--- src/rtl/cram_wr_arb.sv ---
// CRAM write arbiter: CPU writes always win, DMA bursts fill the palette otherwise.
// Build option: CRAM_DMA_BLANK_ONLY_EN restricts DMA beats to blanking periods.
module cram_wr_arb (
  input  logic        clk,
  input  logic        rst_n,
  input  logic        cpu_we,
  input  logic [7:0]  cpu_addr,
  input  logic [15:0] cpu_data,
  input  logic        dma_start,
  input  logic        dma_abort,
  input  logic [7:0]  dma_saddr,
  input  logic [7:0]  dma_len,
  input  logic [15:0] dma_data,
  input  logic        dma_valid,
  output logic        dma_ready,
  output logic        dma_busy,
  output logic        dma_done,
  input  logic        blank,
  output logic        cram_we_out,
  output logic [7:0]  cram_addr_out,
  output logic [15:0] cram_data_out
);

  typedef enum logic {IDLE, RUN} state_t;

  state_t      state, state_nx;
  logic [7:0]  cur_addr;
  logic [8:0]  remaining;
  logic        gate;
  logic        beat;
  logic        last;

`ifdef CRAM_DMA_BLANK_ONLY_EN
  assign gate = blank;
`else
  logic unused_blank;
  assign unused_blank = blank;
  assign gate = 1'b1;
`endif

  assign dma_busy  = (state == RUN);
  assign dma_ready = dma_busy & ~cpu_we & ~dma_abort & gate;
  assign beat      = dma_valid & dma_ready;
  assign last      = (remaining == 9'd1);

  always_ff @(posedge clk or negedge rst_n) begin
    if (!rst_n) state <= IDLE;
    else        state <= state_nx;
  end

  always_comb begin
    state_nx = state;
    unique case (state)
      IDLE: if (dma_start) state_nx = RUN;
      RUN: begin
        if (dma_abort)         state_nx = IDLE;
        else if (beat && last) state_nx = IDLE;
      end
      default: state_nx = IDLE;
    endcase
  end

  always_ff @(posedge clk or negedge rst_n) begin
    if (!rst_n) begin
      cur_addr  <= 8'd0;
      remaining <= 9'd0;
    end else if (state == IDLE) begin
      if (dma_start) begin
        cur_addr  <= dma_saddr;
        remaining <= (dma_len == 8'd0) ? 9'd256 : {1'b0, dma_len};
      end
    end else if (beat) begin
      cur_addr  <= cur_addr + 8'd1;
      remaining <= remaining - 9'd1;
    end
  end

  // Data/address hold their last value when no write is issued
  always_ff @(posedge clk or negedge rst_n) begin
    if (!rst_n) begin
      cram_we_out   <= 1'b0;
      cram_addr_out <= 8'd0;
      cram_data_out <= 16'd0;
      dma_done      <= 1'b0;
    end else begin
      cram_we_out <= cpu_we | beat;
      dma_done    <= beat & last;
      if (cpu_we) begin
        cram_addr_out <= cpu_addr;
        cram_data_out <= cpu_data;
      end else if (beat) begin
        cram_addr_out <= cur_addr;
        cram_data_out <= dma_data;
      end
    end
  end

endmodule

--- config.mk ---
export PLATFORM = sky130hd
export DESIGN_NAME = cram_wr_arb
export DESIGN_NICKNAME = d
export VERILOG_FILES = /design/src/rtl/cram_wr_arb.sv
export SDC_FILE = /design/constraint.sdc
export NUM_CORES = 1
export LEC_CHECK = 0
export ABC_AREA = 0
export CELL_PAD_IN_SITES_DETAIL_PLACEMENT = 1
export CELL_PAD_IN_SITES_GLOBAL_PLACEMENT = 1
export CORE_MARGIN = 2
export CORE_UTILIZATION = 32
export DETAILED_ROUTE_END_ITERATION = 10
export GPL_TIMING_DRIVEN = 0
export PLACE_DENSITY = 0.88
export SLEW_MARGIN = 25
export SYNTH_ARGS = -nofsm -noshare
export SYNTH_HDL_FRONTEND = slang
export SYNTH_SLANG_ARGS = --single-unit
--- constraint.sdc ---
create_clock -name clk -period 1.7 [get_ports clk]
set_input_delay 0.255 -clock clk [delete_from_list [all_inputs] [get_ports clk]]
set_output_delay 0.255 -clock clk [all_outputs]
set_load 0.01 [all_outputs]
# Yosys cells after proc, flatten, opt, wreduce, memory -nomap -nowiden
# Cells that the tools add are included.
[totals]
regBits = 44
latch_bits = 0
ram_bits = 0
romBits = 0
in_bits = 63
output_inout_bits = 28
elab_cells = 39
n_memories = 0
[op_classes]
addsub = 2
multipliers = 0
n_div = 0
magnitude_cmp = 0
n_eq_ne = 2
n_shift = 0
n_mux = 15
bitwise = 8
n_reduce_logical = 5
[ops]
columns = ["cell", "count"]
rows = [
  ["8-bit two-way mux", 5],
  ["9-bit two-way mux", 4],
  ["16-bit two-way mux", 2],
  ["9-bit by 1-bit equality test with 1-bit output (second input constant)", 1],
  ["9-bit by 1-bit subtractor with 9-bit output (second input constant)", 1],
  ["8-bit by 1-bit adder with 8-bit output (second input constant)", 1],
  ["8-bit logical NOT", 1],
  ["1-bit bitwise AND", 4],
  ["2-bit nonzero test", 2],
  ["1-bit two-way mux", 3],
  ["1-bit inverter", 3],
  ["2-bit by 1-bit inequality test with 1-bit output (second input constant)", 1],
  ["1-bit one-hot mux with 2 select lines", 1],
  ["2-bit AND reduction", 1],
  ["1-bit logical AND", 1],
  ["1-bit OR", 1],
]

# Longest topological paths before layout
[depth]
depth_word = 8
ltp_mapped = 7
mapped_depth_nobuf = 5

# Worst setup path after synthesis
# No wires, ideal clock.
[synth_timing]
kind = "reg-to-reg"
start = "register state (netlist: dma_busy)"
end = "register cur_addr[2]"
setup_ps = 126
arrival_ps = 1431
path_slack_ps = 143
path_stages_with_launch = 7
cell_sequence = "dfrtp_1 -> buf_2 -> and4bb_1 -> buf_4 -> nand2_1 -> a21o_1 -> a221o_1"
[synth_via]
elab_chain_len = 5
elab_cells_between_ends = 7
[synth_rtl]
columns = ["item", "line_no", "rtl"]
rows = [
  ["start, declared", "26", "state_t state, state_nx;"],
  ["start signal, assigned", "48", "else state <= state_nx;"],
  ["1-bit bitwise AND (2 in series)", "42", "assign dma_ready = dma_busy & ~cpu_we & ~dma_abort & gate;"],
  ["1-bit bitwise AND", "43", "assign beat = dma_valid & dma_ready;"],
  ["2-bit by 1-bit inequality test with 1-bit output (no source line)", "-", ""],
  ["2-bit AND reduction (no source line)", "-", ""],
  ["end signal, assigned", "69", "cur_addr <= dma_saddr;"],
  ["end signal, assigned", "73", "cur_addr <= cur_addr + 8'd1;"],
  ["end, declared", "27", "logic [7:0] cur_addr;"],
]
# Parallel ways exist; a longest one is shown, timed or not.
# A chain may end at the register's enable or synchronous reset.

# Final worst setup path
[layout_timing]
start = "register state (netlist: dma_busy)"
end = "register remaining[2]"
[layout_via]
elab_chain_len = 5
elab_cells_between_ends = 7
[layout_rtl]
columns = ["item", "line_no", "rtl"]
rows = [
  ["1-bit bitwise AND (2 in series)", "42", ""],
  ["1-bit bitwise AND", "43", ""],
  ["2-bit by 1-bit inequality test with 1-bit output (no source line)", "-", ""],
  ["2-bit AND reduction (no source line)", "-", ""],
  ["end signal, assigned", "70", "remaining <= (dma_len == 8'd0) ? 9'd256 : {1'b0, dma_len};"],
  ["end signal, assigned", "74", "remaining <= remaining - 9'd1;"],
  ["end, declared", "28", "logic [8:0] remaining;"],
]
# Parallel ways exist; a longest one is shown, timed or not.

==> flow_metrics.py <==
metrics = {
    "run_status": {
        "run_status": "completed",
    },
    "final_layout": {
        "fillCellCount": 779,
        "nets": 393,
        "layout_common_cells": "clkdlybuf4s50_1, dfrtp_1, nand2_1, o21ai_0, mux2i_1",
        "syn_to_final_growth_pct": 51.75,
        "layout-drive-gt1-share": 0.08232,
        "final_common_cell": "clkdlybuf4s50_1",
        "postLayoutCellArea_um2": 3416,
        "antenna_cells": 0,
    },
    "detailed_routing": {
        "via_count": 2176,
        "viasPerCell": 5.132,
        "ant_nets": 0,
        "dr.pass1.iters": 4,
        "wl_um": 6964,
        "drt_iter0_markers": 82,
        "drc": 0,
        "wire_per_inst_um": 16.42,
    },
    "critical_path": {
        "cp_data_required_time_ns": 1.89,
        "worstPathArrival_ns": 1.82,
        "startpoint_type": "flop",
        "crit_path_end_kind": "flop",
        "cp_slowest_cell": "dfrtp_1",
        "worstSetupStartpoint": "dma_busy",
        "cp_max_fo": 8,
        "critPathTopFamily": "simple AND/OR/NAND/NOR gates",
        "critical_path_class": "reg -> reg",
        "worstReg2RegStart": "dma_busy",
        "critical_path.cell_chain": "buf_6 > and4bb_1 > nor2_1 > a21oi_1 > o221a_2",
        "worst-path-buf-inv": 1,
        "cpPeakStageDelay_ns": 0.40,
    },
    "logic_synthesis": {
        "ys_async_sr_fraction": 1.000,
        "synth_edf_count": 0,
        "syn-cell-area_um2": 2251,
        "syn_inst": 230,
        "synthFlopType": "dfrtp_1",
        "yosysTopAreaCellShare": 0.4892,
        "ys_types": 37,
        "syn_area_per_cell_um2": 9.787,
        "yosysTopAreaCell": "dfrtp_1",
        "ys_ff_latch": 44,
        "yosys_warnings": 0,
        "yosys-top-cells-area": "dfrtp_1, mux2i_1, nand2_1",
        "seq_area_frac_synth": 0.4892,
        "syn-num-nets": 296,
    },
    "global_routing": {
        "grt_max_degree": 30,
        "gr-total-overflow": 0,
        "antenna_found_initial": 0,
        "grt_first_pass_wirelength_um": 11150,
        "grt_pass1_vias": 2278,
        "grt_usage": 0.1870,
    },
    "die": {
        "die_area_um2": 7721,
        "start_util": 0.3313,
        "num_rows": 30,
        "coreArea_um2": 6794,
        "fp.dieW_um": 87.87,
        "die_y_um": 87.87,
        "io_pins": 91,
    },
    "sta": {
        "max-slew-margin-rel": 0.6281,
        "clock.fmax_mhz": 614.5,
        "worstMarginPinSlew_ns": 0.5579,
        "period_share": 0.9572,
        "min_period_ns": 1.627,
        "grt_setup_unrepaired": "no",
        "final-setup-viol-count": 0,
        "drv_slew": 0,
        "final.setup_skew_ns": 0.007229,
        "finalHoldViolCount": 0,
        "holdWs_ns": 0.2336,
        "layout_setup_ws_ns": 0.07270,
    },
    "clock_network": {
        "clk_pin_slew_ns": 0.09,
        "cts_buffers": 5,
        "cts_num_sinks": 44,
        "htreeDepth": 2,
        "clockBufferDepth": 2,
        "cts-root-buf": "clkbuf_8",
        "clkLatencyLatePin_ns": 0.30,
        "cts_tree": "done",
    },
    "power_and_ir_drop": {
        "p_leak_nw": 1.504,
        "ir_worst_vdd_mv": 0.3413,
        "p_per_area_nw_per_um2": 901.8,
    },
    "job": {
        "max-cap-violations": 0,
    },
    "placement": {
        "gp_congestion": 0.8333,
        "placed_area_um2": 3267,
        "dp.final_hpwl_um": 5149,
        "portBuffers": 88,
        "preCtsSetupSlack_ns": -0.4106,
    },
    "min_path": {
        "hp-class": "in -> reg",
        "min-delay-start": "cpu_we",
    },
}
==> metal layers <==
metal | share of wire | global-route usage | up-vias
met5 | 0 | 0 | -
met4 | 0.0073 | 0.03497 | 0
met3 | 0.070 | 0.05749 | 6
met2 | 0.50 | 0.3299 | 79
met1 | 0.43 | 0.2267 | 1066
li1 | - | - | 1025
==> kinds of logic (layout without fill, tap and decap cells) <==
group	after synthesis	in the layout	share of synthesized area
AOI/OAI and AO/OA	54	54	0.1629
xor gates and xnor gates	2	2	0.007784
adders and majority gates	3	3	0.01668
buffers and inverters	19	117	0.04280
DFF	44	44	0.4892
muxes	19	19	0.08449
and+or+nand+nor	89	89	0.1962
==> Yosys cell counts (4+ instances only) <==
cell and number:
dfrtp_1 44, nand2_1 43, o21ai_0 20, mux2i_1 19
nor2_1 17, a22oi_1 7, nand3_1 7, a21oi_1 6
clkbuf_1 6, inv_1 6, a221o_1 5, nand4_1 5
o211ai_1 5, nor3_1 4
==> where the power goes <==
group	switching, W	leakage, nW	internal [W]
logic	0.000422	0.919	0.000470
clock network	0.000369	0.0552	0.000437
registers	0.000166	0.530	0.00122
total	0.000957	1.50	0.00212
==> registers in the layout, summed over array words and instances, names as in the netlist <==
name / count
dma_busy: 1
cram_data_out: 16
cur_addr: 8
remaining: 9
dma_done: 1
cram_addr_out: 8
cram_we_out: 1
==> final timing paths <==
kind	cells past startpoint	slack (ns)	end
setup / recovery	5	0.07	remaining[2]
hold / removal	2	0.23	cram_addr_out[0]
setup reg to reg	5	0.07	remaining[2]
hold reg to reg	2	0.48	cram_addr_out[7]
max in group asynchronous	3	0.80	cram_data_out[0]
min in group asynchronous	2	0.40	remaining[5]
==> through the flow <==
stage / TNS (ns) / utilization / power (W) / std cells
after floorplan: 0 / - / 0.001803 / 230
after global placement: -44.80 / 0.4786 / 0.002218 / 414
after detailed placement: -5.917 / 0.4808 / 0.002264 / 415
after CTS: 0 / 0.5024 / 0.003103 / 424
after global routing: 0 / 0.5028 / 0.003258 / 424
final: 0 / 0.5028 / 0.003080 / 424
==> area by class of cell <==
| cell class | count | area (µm²) | area share |
|---|---|---|---|
| buffer | 12 | 90.09 | 0.02637 |
| clock buffer | 6 | 72.57 | 0.02125 |
| clock inverter | 2 | 35.03 | 0.01026 |
| inverter | 6 | 22.52 | 0.006593 |
| multi-input combinational | 167 | 1066 | 0.3121 |
| sequential | 44 | 1101 | 0.3223 |
| tap | 96 | 120.1 | 0.03516 |
| timing repair buffer | 91 | 908.4 | 0.2659 |
==> timing repair <==
action | 4_1_cts | 5_1_grt
hold buffers | 1 | 0
endpoints found under the hold margin | 15 | 0
gates resized for setup | 12 | 3
cloned | 0 | 0
buffers inserted | 0 | 1
setup endpoints to repair | 8 | 7
Power figures use the tool's default switching activity.
